## config.mk

```make
export PLATFORM = sky130hd
export DESIGN_NAME = vga_display_driver
export DESIGN_NICKNAME = d
export VERILOG_FILES = /design/src/rtl/vga_display_driver.sv
export SDC_FILE = /design/constraint.sdc
export NUM_CORES = 1
export LEC_CHECK = 0
export CAP_MARGIN = 20
export CORE_MARGIN = 2
export CORE_UTILIZATION = 51
export DETAILED_ROUTE_END_ITERATION = 8
export DONT_BUFFER_PORTS = 1
export GPL_ROUTABILITY_DRIVEN = 0
export PLACE_DENSITY_LB_ADDON = 0.1
export SYNTH_ARGS = -nofsm -noshare
export SYNTH_HDL_FRONTEND = slang
export SYNTH_SLANG_ARGS = --single-unit
export TNS_END_PERCENT = 30
```

## constraint.sdc

```tcl
create_clock -name clock -period 2.9 [get_ports clock]
set_input_delay 0.58 -clock clock [delete_from_list [all_inputs] [get_ports clock]]
set_output_delay 0.58 -clock clock [all_outputs]
set_load 0.02 [all_outputs]
```

## src/rtl/vga_display_driver.sv

```systemverilog
// vga_display_driver
//   Reader side of the character screen memory. Generates 640x480@60Hz VGA timing from the
//   system clock and shows a XCHARS x YCHARS grid of 16x16-pixel tiles. Each pixel position
//   produces a screen-memory address. The returned character code, together with the pixel's
//   offset inside its tile, addresses an external bitmap memory. The colour read back is
//   registered and driven out as RGB.
//
//   Optional feature macro: VGA_FRAME_TICK_EN
//     defined   -> frame_tick output exists. It is a one-clock pulse at the start of vertical
//                  blank, for CPU frame pacing.
//     undefined -> no frame_tick port and no related logic.
//
// Ports
//   clock         in   1              system clock
//   reset_n       in   1              asynchronous active-low reset
//   vga_addr      out  $clog2(Nloc)   screen-memory address (memory reads combinationally)
//   vga_readdata  in   Dbits          character code at vga_addr
//   bmem_addr     out  Dbits+8        {charcode, tile_row[3:0], tile_col[3:0]}
//   bmem_color    in   12             {R,G,B}, 4 bits each, combinational from bmem_addr
//   hsync         out  1              horizontal sync, active low
//   vsync         out  1              vertical sync, active low
//   red/green/blue out 4 each         pixel colour
//   frame_tick    out  1              only with VGA_FRAME_TICK_EN
module vga_display_driver #(
    parameter int unsigned Nloc   = 1200,
    parameter int unsigned Dbits  = 4,
    parameter int unsigned XCHARS = 40,
    parameter int unsigned YCHARS = 30,
    parameter int unsigned CLKDIV = 4,
    parameter int unsigned H_VIS  = 640,
    parameter int unsigned H_FP   = 16,
    parameter int unsigned H_SYNC = 96,
    parameter int unsigned H_BP   = 48,
    parameter int unsigned V_VIS  = 480,
    parameter int unsigned V_FP   = 10,
    parameter int unsigned V_SYNC = 2,
    parameter int unsigned V_BP   = 33
) (
    input  logic                      clock,
    input  logic                      reset_n,
    output logic [$clog2(Nloc)-1:0]   vga_addr,
    input  logic [Dbits-1:0]          vga_readdata,
    output logic [Dbits+7:0]          bmem_addr,
    input  logic [11:0]               bmem_color,
    output logic                      hsync,
    output logic                      vsync,
    output logic [3:0]                red,
    output logic [3:0]                green,
    output logic [3:0]                blue
`ifdef VGA_FRAME_TICK_EN
    ,
    output logic                      frame_tick
`endif
);

    localparam int unsigned AW = $clog2(Nloc);
    localparam int unsigned DW = (CLKDIV > 1) ? $clog2(CLKDIV) : 1;

    // The active region is clipped to the tile grid as well as to the visible area, so that
    // vga_addr can never point past the last screen-memory location.
    localparam int unsigned HAct = (H_VIS < XCHARS * 16) ? H_VIS : XCHARS * 16;
    localparam int unsigned VAct = (V_VIS < YCHARS * 16) ? V_VIS : YCHARS * 16;

    localparam logic [DW-1:0] DivLast    = DW'(CLKDIV - 1);
    localparam logic [9:0]    HLast      = 10'(H_VIS + H_FP + H_SYNC + H_BP - 1);
    localparam logic [9:0]    VLast      = 10'(V_VIS + V_FP + V_SYNC + V_BP - 1);
    localparam logic [9:0]    HActEnd    = 10'(HAct);
    localparam logic [9:0]    VActEnd    = 10'(VAct);
    localparam logic [9:0]    HSyncFirst = 10'(H_VIS + H_FP);
    localparam logic [9:0]    HSyncLast  = 10'(H_VIS + H_FP + H_SYNC - 1);
    localparam logic [9:0]    VSyncFirst = 10'(V_VIS + V_FP);
    localparam logic [9:0]    VSyncLast  = 10'(V_VIS + V_FP + V_SYNC - 1);
`ifdef VGA_FRAME_TICK_EN
    localparam logic [9:0]    VBlankLine = 10'(V_VIS);
`endif

    logic [DW-1:0] div_q;
    logic [9:0]    x_q;
    logic [9:0]    y_q;
    logic          hsync_q;
    logic          vsync_q;
    logic [11:0]   rgb_q;
`ifdef VGA_FRAME_TICK_EN
    logic          frame_tick_q;
`endif

    logic          pix_en;
    logic          active;
    logic          x_wrap;
    logic          y_wrap;
    logic [AW-1:0] row_base;

    // Pixel strobe: one system clock out of every CLKDIV.
    assign pix_en = (div_q == DivLast);
    assign x_wrap = (x_q == HLast);
    assign y_wrap = (y_q == VLast);

    // Screen-memory and bitmap addressing, combinational from the current counters.
    always_comb begin
        active   = (x_q < HActEnd) && (y_q < VActEnd);
        // Row base sized to the address width; the largest product fits by construction.
        row_base = AW'(y_q[9:4]) * AW'(XCHARS);
        vga_addr = '0;
        if (active) begin
            vga_addr = row_base + AW'(x_q[9:4]);
        end
    end

    assign bmem_addr = {vga_readdata, y_q[3:0], x_q[3:0]};

    // Timing counters and the output register. The output register samples the current pixel,
    // so colour and both syncs appear one pixel after the counters and stay aligned.
    always_ff @(posedge clock or negedge reset_n) begin
        if (!reset_n) begin
            div_q        <= '0;
            x_q          <= '0;
            y_q          <= '0;
            hsync_q      <= 1'b1;
            vsync_q      <= 1'b1;
            rgb_q        <= 12'h000;
`ifdef VGA_FRAME_TICK_EN
            frame_tick_q <= 1'b0;
`endif
        end else begin
            div_q <= pix_en ? '0 : div_q + DW'(1);
`ifdef VGA_FRAME_TICK_EN
            // One system clock wide: cleared on every clock that is not the capture edge.
            frame_tick_q <= pix_en && (x_q == 10'd0) && (y_q == VBlankLine);
`endif
            if (pix_en) begin
                x_q <= x_wrap ? 10'd0 : x_q + 10'd1;
                if (x_wrap) begin
                    y_q <= y_wrap ? 10'd0 : y_q + 10'd1;
                end
                rgb_q   <= active ? bmem_color : 12'h000;
                hsync_q <= ~((x_q >= HSyncFirst) && (x_q <= HSyncLast));
                vsync_q <= ~((y_q >= VSyncFirst) && (y_q <= VSyncLast));
            end
        end
    end

    assign hsync = hsync_q;
    assign vsync = vsync_q;
    assign red   = rgb_q[11:8];
    assign green = rgb_q[7:4];
    assign blue  = rgb_q[3:0];
`ifdef VGA_FRAME_TICK_EN
    assign frame_tick = frame_tick_q;
`endif

endmodule
```

==> results of run 1 <==
kinds of logic after synthesis:
logic type / Yosys count
flip-flops: 36
AND/OR/NAND/NOR: 85
XOR/XNOR: 16
buffers and inverters: 49
adder cells (fa/ha/maj): 18
multiplexers: 2
AO/OA/AOI/OAI: 39
per-layer routing:
layer	up-vias	track usage (%)	share of wire, %	wire (um)
li1	851	-	-	-
met1	808	24.1	46	2010
met2	30	29.9	48	2130
met3	4	5.70	5.0	221
met4	0	5.03	0.75	33
met5	-	0	0	0
flip-flops by register name, summed over array words and instances, names as in the netlist:
name and count:
div_q 2, hsync 1, rgb_q 12, vsync 1
x_q 10, y_q 10
power breakdown:
part           internal [W]  switching [W]
clock              0.000171       0.000173
combinational    0.00000754      0.0000130
sequential         0.000510      0.0000169
cells in the mapped netlist (3+ instances only):
| cell type | count | area share (%) |
|---|---|---|
| o21ai_0 | 11 | 2.4 |
| nand4_1 | 7 | 1.9 |
| xnor2_1 | 13 | 5.0 |
| a31oi_1 | 4 | 1.1 |
| nand3_1 | 10 | 2.2 |
| nor3_1 | 6 | 1.3 |
| and3_1 | 3 | 0.83 |
| ha_1 | 16 | 8.8 |
| nor2b_1 | 3 | 0.83 |
| a21oi_1 | 5 | 1.1 |
| inv_1 | 30 | 5.0 |
| nor2_1 | 19 | 3.1 |
| buf_4 | 12 | 4.0 |
| nand2b_1 | 3 | 0.83 |
| o22ai_1 | 12 | 3.3 |
| dfrtp_1 | 34 | 38 |
| nand2_1 | 19 | 3.1 |
| clkbuf_1 | 3 | 0.50 |
| o21ai_1 | 4 | 0.88 |
layout make-up:
| type | count | area share, % |
|---|---|---|
| multi-input cells | 160 | 45.4 |
| well taps | 52 | 2.58 |
| repair buffers | 26 | 8.25 |
| inverters | 30 | 4.47 |
| clock inverters | 1 | 0.348 |
| clock buffers | 7 | 3.03 |
| flip-flops and latches | 36 | 35.9 |
worst min-delay path by stage:
stage,startpoint,to,slack (ns),cells after the start
2_1_floorplan,reset_n,div_q[0],0.28,0
3_3_place_gp,reset_n,x_q[8],0.29,0
3_5_place_dp,reset_n,x_q[8],0.29,0
4_1_cts,reset_n,vsync,0.12,0
5_1_grt,reset_n,vsync,0.11,0
6_report,reset_n,y_q[3],0.12,1
layout by cell type (no fill, tap or decap), types with 4 or more instances in the layout:
cell type / n
a21oi_1: 5
clkbuf_8: 5
ha_1: 14
inv_1: 29
nor3_1: 6
nand4_1: 7
dfrtp_1: 34
o22ai_1: 12
buf_4: 25
o21ai_1: 4
nor2_1: 18
o21ai_0: 11
nand3_1: 10
a31oi_1: 4
nand2_1: 19
xnor2_1: 13
metrics by stage:
step	instances	total power [W]	hold slack, ns	utilization [%]	cell area, um2
after CTS	312	0.000908	0.117	58.2	2510
after detailed placement	301	0.000546	0.286	54.7	2370
after global placement	301	0.000545	0.286	54.7	2370
final	312	0.000892	0.117	58.2	2520
after floorplan	245	0.000551	0.284	-	2270
after global routing	312	0.000932	0.109	58.2	2520
repair_timing:
action / in CTS / in global routing
setup buffers: 2 / 0
resized for setup: 5 / 1
pin swaps: 4 / 3
endpoints found under the hold margin: 34 / 0
cloned: 0 / 0
endpoints found under the setup margin: 3 / 4
hold buffers: 1 / 0
==> results.md, run 1 <==
- Clock Skews: 0.0112 ns
- Min Tclk post-route: 3.04 ns
- GRT Overall Usage: 18.4%
- Simple-gate portion of the synthesized area: between 20% and 30%
- Status: finished, violations left
- Syn avg cell area: 9.25 um2
- Mux cell area share after synthesis: 0.883%
- Chip width: 70.7 um
- RSZ-0062 raised after global routing: true
- Flop2flop setup slack: 0.91 ns
- RR Endpoint: y_q[7]
- R2R depth: 6
- Setup WS pre-CTS: 0.0265 ns
- Clk Latency, worst-skew pair: 0.28 ns
- Filler Cell Count: 399
- Worst setup margin: -0.140 ns
- Post-synth EDFFs: 0
- Pwr dens: between 300 and 400 mW/mm2
- Grt ovf: 0
- Die ar.: 0.00499 mm2
- Worst setup path end: vga_addr[9]
- Worst Tran Pin Value: 0.466 ns
- First DRT Iteration DRCs: 55
- Worst Setup End Kind: output port
- Post-Synth XOR/XNOR Area: 6.79%
- I/O Pins: between 50 and 60
- Seq/Total Area, Yosys: 39.9%
- Crit path kind: flop to output port
- Number of placement rows: 24
- Clk slew on worst S/H paths: 0.07 ns
- Worst EP arrival: between 2 and 2.5 ns
- Relative slew slack: 68.9%
- Post-Syn Nets: 281
- Worst EP required: 2.32 ns
- Total number of vias: 1693
- Synth Area in Compound Gates: 9.83%
- LEAKAGE: 1.18 nW
- Maximum vdd drop: 0.286 mV
- Initial core utilization: between 50% and 60%
- # clock sinks: 36
- Final TNS setup: -0.320 ns
- Slowest cell on the critical path: fa_1
- Initial antenna violation count: 0
- Family with the most delay on the worst path: adder cells
- RR Startpoint: x_q[0]
- Register bit total from synthesis: 36
- Ant diodes: 0
- CP Launch Type: flop
- Count of pins over their slew limit: 0
- Cell Chain, Critical Path: ha_1, ha_2, inv_2, fa_1, xor2_1, a211oi_2, xnor3_1, nor2b_1, buf_4
- WL per Instance: 14.1 um
- Via density: between 5 and 6
- # port buffers: 0
- Drt pass-1 iters: 4
- Area Growth Syn to Fin: 11.1%
- Violated checks: setup timing
- Endpoints failing hold: 0
- CTS buffer count: 5
- DP HPWL: 3.13 mm
- Synth warnings: 0
- Ys async rst share: 100%
- Pin count of the biggest net entering global routing: 35
- Netlist cell types: 41
- CTS tree: built
- Crit path max fanout: 2
- Area of the core: 0.00432 mm2
- Area share of fa/ha/maj cells after synthesis: between 10% and 20%
- Crit path from: y_q[5]
- Die height: 70.7 um
- Layout cell share with drive strength beyond 1: approximately 18%
- First-pass GRT wire length: 7.38 mm
- CTS root buffer: clkbuf_8
- Mapped Area: 0.00227 mm2
- H-Tree Depth: 2
- Buf/Inv on CP: 2
- Max cap viols: 0
- Synth Instances: 245
- Multi-input gate area: 0.00114 mm2
- Final setup fails: 3
- Synth Flop Type: dfrtp_1
- CP peak stage delay: 0.40 ns
- Main combinational cell family by area after synthesis: simple AND/OR/NAND/NOR gates
- Drc violations: 0
- Crit. path cell count: 9
- HP Class: primary input to asynchronous set/reset pin
- Area occupied by registers: approximately 900 um2
- Max Root-Sink Buffers: 2
- Final nets: 295
- Post-Route WL: roughly 4.4 mm
- Max Freq: 0.329 GHz
- Crit share post-route: 105%
- Vias in the first global route: 1615
- Antenna viol nets, final: 0
No activity file was read; power rests on OpenSTA's default activity.
==> run 2: changes to the inputs <==
--- a/config.mk
+++ b/config.mk
@@ -6,12 +6,15 @@
 export NUM_CORES = 1
 export LEC_CHECK = 0
 export CAP_MARGIN = 20
+export CELL_PAD_IN_SITES_DETAIL_PLACEMENT = 2
+export CELL_PAD_IN_SITES_GLOBAL_PLACEMENT = 2
 export CORE_MARGIN = 2
-export CORE_UTILIZATION = 51
+export CORE_UTILIZATION = 38
 export DETAILED_ROUTE_END_ITERATION = 8
 export DONT_BUFFER_PORTS = 1
 export GPL_ROUTABILITY_DRIVEN = 0
 export PLACE_DENSITY_LB_ADDON = 0.1
+export SETUP_SLACK_MARGIN = 0.05
 export SYNTH_ARGS = -nofsm -noshare
 export SYNTH_HDL_FRONTEND = slang
 export SYNTH_SLANG_ARGS = --single-unit
==> results.md, run 2 (synthesis gave the netlist of run 1 again) <==
- Max Freq: 0.321 GHz (-2.4%)
- Met2 usage: 37.4% (+7.5 points)
- Layout cell share with drive strength beyond 1: 20.3% (+2.2 points)
- Clock Skews: 0.00432 ns (-0.00688 ns)
- Count of pins over their slew limit: 0 (unchanged)
- I/O Pins: 55 (unchanged)
- GRT Overall Usage: 20.3% (+1.9 points)
- CTS buffer count: 5 (unchanged)
- Final setup fails: 4 (+1)
- Clk pwr share: 45.6% (+7.0 points)
- Die height: 81.2 um (+15%)
- HP Class: primary input to asynchronous set/reset pin
- RR Startpoint: x_q[0]
- Filler Cell Count: 632 (+58%)
- Total Power: 0.00101 W (+13%)
- Final Cell Area: 0.00259 mm2 (+3.0%)
- Combinational power share: 2.1% (-0.2 points)
- Ant diodes: 0 (unchanged)
- # port buffers: 0 (unchanged)
- Crit path kind: flop to output port
- Clk Latency, worst-skew pair: 0.29 ns (about the same)
- Worst EP required: 2.32 ns (about the same)
- Biggest regs: rgb_q (12), x_q (10), y_q (10)
- CTS tree: built
- Area of the core: 0.00585 mm2 (+35%)
- Max Root-Sink Buffers: 2 (unchanged)
- Initial antenna violation count: 0 (unchanged)
- Flop pwr share: 52.3% (-6.8 points)
- Final TNS setup: -0.591 ns (-0.271 ns)
- H-Tree Depth: 2 (unchanged)
- Max cap viols: 0 (unchanged)
- CTS root buffer: clkbuf_8
- Via density: 5.39 (-0.73%)
- Net Switching: 0.000231 W (+14%)
- Status: finished, violations left
- Placed cell area: 0.00239 mm2 (+0.90%)
- Violated checks: setup timing
- Setup WS pre-CTS: -0.0846 ns (-0.111 ns)
- Largest register FFs: 12 (unchanged)
- Most frequent cells in the layout: dfrtp_1 (34), inv_1 (29), buf_4 (26), nor2_1 (19), nand2_1 (19)
- Flop2flop setup slack: 0.90 ns (about the same)
- CP Launch Type: flop
- Worst setup margin: -0.215 ns (-0.0755 ns)
- Endpoints failing hold: 0 (unchanged)
- Drc violations: 0 (unchanged)
- Area occupied by registers: 903 um2 (unchanged)
- LEAKAGE: 1.22 nW (+2.8%)
- Die ar.: 0.00660 mm2 (+32%)
- Relative slew slack: 64.4% (-4.5 points)
- Post-Route WL: 6.20 mm (+41%)
- WL per Instance: 18.4 um (+31%)
- Area Growth Syn to Fin: 14.5%
- Crit share post-route: 107% (+2.6 points)
- Minimum hold slack: 0.115 ns (-0.00222 ns)
- # clock sinks: 36 (unchanged)
- Drt pass-1 iters: 5 (+1)
- Final nets: 296 (+0.34%)
- Vias in the first global route: 2026 (+25%)
- Number of placement rows: 28 (+17%)
- Total number of vias: 1810 (+6.9%)
- First DRT Iteration DRCs: 45 (-18%)
- Worst Tran Pin Value: 0.528 ns (+0.0626 ns)
- Worst EP arrival: 2.54 ns (+0.08 ns)
- Leading cell type in the layout, fill and taps excluded: dfrtp_1
- Maximum vdd drop: 0.261 mV (-8.7%)
- RSZ-0062 raised after global routing: true
- Crit path max fanout: 4 (+2)
- Initial core utilization: 38.7% (-14 points)
- GRT busiest layer: met2
- Met3 usage: 5.11% (-0.59 points)
- Clk slew on worst S/H paths: 0.08 ns (about the same)
- Internal: 0.000777 W (+13%)
- Pwr dens: 388 mW/mm2 (+9.6%)
- Worst Setup End Kind: output port
- Sw frac: 22.9% (+0.19 points)
- Crit path from: y_q[7]
- First-pass GRT wire length: 10.1 mm (+37%)
- Grt ovf: 0 (unchanged)
- Antenna viol nets, final: 0 (unchanged)
- Chip width: 81.2 um (+15%)
- DP HPWL: 4.45 mm (+42%)
- Pin count of the biggest net entering global routing: 35 (unchanged)
- Multi-input gate area: 0.00115 mm2 (+0.88%)
- M1 GR Usage: 22.7% (-1.3 points)
- Min Tclk post-route: 3.12 ns (+0.0755 ns)
- Top reg by flops: rgb_q
-- run 2: worst paths after layout --
path | endpoint | cells after the start
worst min register to register | div_q[0] | 1
max in group asynchronous | x_q[9] | 1
worst max-delay path | vga_addr[9] | 8
worst min-delay path | y_q[0] | 1
worst max register to register | y_q[4] | 5
min in group clock | rgb_q[7] | 2
-- run 2: per-layer routing --
metal  wire, um  vias up
met5          0        -
met4         92        0
met3        280        8
met2       3390       31
met1       2440      919
li1           -      852
-- run 2: timing repair --
item / CTS / global route
endpoints found under the hold margin: 34 / 0
hold buffers: 1 / 0
setup endpoints to repair: 3 / 11
pin swaps: 4 / 2
buffers inserted: 2 / 2
resized for setup: 4 / 5
-- run 2: power groups by stage --
stage               sequential (W)  clock, W  combinational (W)
global route              0.000528  0.000506          0.0000248
floorplan                 0.000535         0          0.0000158
CTS                       0.000528  0.000483          0.0000224
finish                    0.000527  0.000460          0.0000208
detailed placement        0.000538         0         0.00000898
global placement          0.000537         0         0.00000834
-- run 2: cell type report --
class / count / share of cell area, %
inverters: 30 / 4.34
well taps: 75 / 3.62
flip-flops and latches: 36 / 34.8
repair buffers: 27 / 8.30
clock inverters: 3 / 1.78
clock buffers: 5 / 2.65
multi-input cells: 160 / 44.5
-- run 2: stage by stage --
step                instances  util [%]
global placement          323      40.8
detailed placement        323      40.8
floorplan                 245         -
CTS                       334      43.6
finish                    336      44.3
global route              336      44.3
-- run 2: critical path: stages, from the launching register on --
cell and delay [ns]:
dfrtp_1 0.40, buf_4 0.16, ha_1 0.31, ha_2 0.34, and3_1 0.21, nor2_1 0.18
xnor3_1 0.34, nor2b_1 0.14, buf_4 0.16
==> run 3: changes to the inputs <==
--- a/config.mk
+++ b/config.mk
@@ -5,15 +5,15 @@
 export SDC_FILE = /design/constraint.sdc
 export NUM_CORES = 1
 export LEC_CHECK = 0
-export CAP_MARGIN = 20
 export CELL_PAD_IN_SITES_DETAIL_PLACEMENT = 2
 export CELL_PAD_IN_SITES_GLOBAL_PLACEMENT = 2
 export CORE_MARGIN = 2
-export CORE_UTILIZATION = 38
+export CORE_UTILIZATION = 31
 export DETAILED_ROUTE_END_ITERATION = 8
 export DONT_BUFFER_PORTS = 1
 export GPL_ROUTABILITY_DRIVEN = 0
 export PLACE_DENSITY_LB_ADDON = 0.1
+export REMOVE_ABC_BUFFERS = 1
 export SETUP_SLACK_MARGIN = 0.05
 export SYNTH_ARGS = -nofsm -noshare
 export SYNTH_HDL_FRONTEND = slang
==> results.md, run 3 (synthesis gave the netlist of run 1 again) <==
- Worst EP arrival: 2.49 ns (-0.05 ns)
- Most frequent cells in the layout: dfrtp_1 (34), inv_1 (28), buf_4 (26), nand2_1 (19), nor2_1 (18)
- Pin count of the biggest net entering global routing: 35 (unchanged)
- Drt pass-1 iters: 4 (-1)
- R2R depth: 6 (+1)
- Relative slew slack: 70.2% (+5.8 points)
- Total number of vias: 1776 (-1.9%)
- LEAKAGE: 1.22 nW (about the same)
- CTS buffer count: 5 (unchanged)
- Final TNS setup: -0.463 ns (+0.129 ns)
- Worst Setup End Kind: output port
- GRT busiest layer: met2
- Antenna viol nets, final: 0 (unchanged)
- Max cap viols: 0 (unchanged)
- DP Cell Count: 350 (+8.4%)
- DP HPWL: 4.16 mm (-6.6%)
- I/O Pins: 55 (unchanged)
- Clock Skews: 0.00832 ns (+0.00400 ns)
- Max Root-Sink Buffers: 2 (unchanged)
- GRT Overall Usage: 15.9% (-4.4 points)
- Clk Latency, worst-skew pair: 0.29 ns (about the same)
- Crit path kind: flop to output port
- Die ar.: 0.00801 mm2 (+21%)
- Area Growth Syn to Fin: 16.8%
- Biggest regs: rgb_q (12), x_q (10), y_q (10)
- Initial core utilization: 31.6% (-7.2 points)
- H-Tree Depth: 2 (unchanged)
- CTS root buffer: clkbuf_8
- WL per Instance: 16.2 um (-12%)
- Max Freq: 0.326 GHz (+1.6%)
- Top reg by flops: rgb_q
- M1 GR Usage: 19.8% (-2.9 points)
- Met3 usage: 4.34% (-0.77 points)
- Count of pins over their slew limit: 0 (unchanged)
- CP Launch Type: flop
- RSZ-0062 raised after global routing: true
- Chip width: 89.5 um (+10%)
- Pwr dens: 351 mW/mm2 (-9.5%)
- Endpoints failing hold: 0 (unchanged)
- Maximum vdd drop: 0.162 mV (-38%)
- Flop2flop setup slack: 0.85 ns (-0.05 ns)
- Initial antenna violation count: 0 (unchanged)
- Leading cell type in the layout, fill and taps excluded: dfrtp_1
- Worst setup margin: -0.167 ns (+0.0481 ns)
- Non-Filler Instances: 362 (+7.7%)
- Post-Route WL: 5.85 mm (-5.6%)
- Drc violations: 0 (unchanged)
- Worst EP required: 2.32 ns (about the same)
- Worst Tran Pin Value: 0.443 ns (-0.0853 ns)
- Largest register FFs: 12 (unchanged)
- RR Endpoint: y_q[4]
- Die height: 89.5 um (+10%)
- Multi-input gate area: 0.00117 mm2 (+1.8%)
- Crit path from: y_q[7]
- Final setup fails: 3 (-1)
- Grt ovf: 0 (unchanged)
- Status: finished, violations left
- First DRT Iteration DRCs: 24 (-47%)
- Crit share post-route: 106% (-1.7 points)
- Vias in the first global route: 1834 (-9.5%)
- # clock sinks: 36 (unchanged)
- CTS tree: built
- Area of the core: 0.00718 mm2 (+23%)
- RR Startpoint: x_q[0]
- Worst setup path end: vga_addr[8]
- Number of placement rows: 31 (+11%)
- Via density: 4.91 (-8.9%)
- Filler Cell Count: 791 (+25%)
- Layout cell share with drive strength beyond 1: 22.1% (+1.7 points)
- Crit path max fanout: 2 (-2)
- # port buffers: 0 (unchanged)
- Clk slew on worst S/H paths: 0.08 ns (about the same)
- Met2 usage: 27.2% (-10 points)
- Minimum hold slack: 0.112 ns (-0.00234 ns)
- Min Tclk post-route: 3.07 ns (-0.0481 ns)
- Ant diodes: 0 (unchanged)
- HP Class: primary input to asynchronous set/reset pin
- Violated checks: setup timing
- First-pass GRT wire length: 9.60 mm (-4.7%)
- Final nets: 298 (+0.68%)
- Area occupied by registers: 903 um2 (unchanged)
==> run 3: how the worst min path moves through the flow <==
| stage | from | endpoint | cells after the start |
|---|---|---|---|
| after floorplan | reset_n | div_q[0] | 0 |
| after global placement | reset_n | rgb_q[5] | 0 |
| after detailed placement | reset_n | rgb_q[5] | 0 |
| after CTS | reset_n | vsync | 0 |
| after global routing | reset_n | vsync | 0 |
| final | reset_n | y_q[3] | 1 |
==> run 3: layout make-up <==
type,count,share of cell area [%]
Inverter,30,4.26
Clock inverter,1,0.284
Sequential cell,36,34.1
Tap cell,99,4.68
Timing Repair Buffer,29,8.98
Clock buffer,7,3.26
Multi-Input combinational cell,160,44.4
==> run 3: repair_timing <==
| item | 4_1_cts | 5_1_grt |
|---|---|---|
| gates cloned | 0 | 0 |
| buffers inserted | 2 | 1 |
| setup endpoints to repair | 9 | 6 |
| hold endpoints to repair | 34 | 0 |
| hold buffers | 1 | 0 |
| gates resized for setup | 6 | 10 |
| pin swaps | 4 | 5 |
==> run 3: layer usage <==
layer / up-vias / wire length (um)
li1: 858 / -
met1: 881 / 2640
met2: 31 / 2920
met5: - / 0
met4: 0 / 67
met3: 6 / 216
==> run 3: through the flow <==
stage | utilization [%] | cell area [um2] | worst slack (ns) | power (W)
after floorplan | - | 2130 | 0.0705 | 0.000543
after global placement | 34.0 | 2440 | 0.0467 | 0.000545
after detailed placement | 34.0 | 2440 | -0.00839 | 0.000546
after CTS | 36.3 | 2600 | -0.226 | 0.000955
after global routing | 36.9 | 2650 | -0.297 | 0.000976
final | 36.9 | 2650 | -0.167 | 0.000930
==> run 3: report_power, final <==
group | internal, W | switching (W) | total (W)
combinational | 0.00000755 | 0.0000139 | 0.0000214
clock | 0.000193 | 0.000189 | 0.000382
sequential | 0.000510 | 0.0000166 | 0.000527
==> run 3: worst max-delay path: stages (launching register included) <==
cell	delay [ns]
dfrtp_1	0.39
ha_1	0.28
ha_2	0.18
inv_2	0.04
fa_2	0.52
nand2b_4	0.13
buf_6	0.10
buf_6	0.08
inv_2	0.03
a21o_1	0.17
a21oi_2	0.11
buf_4	0.16
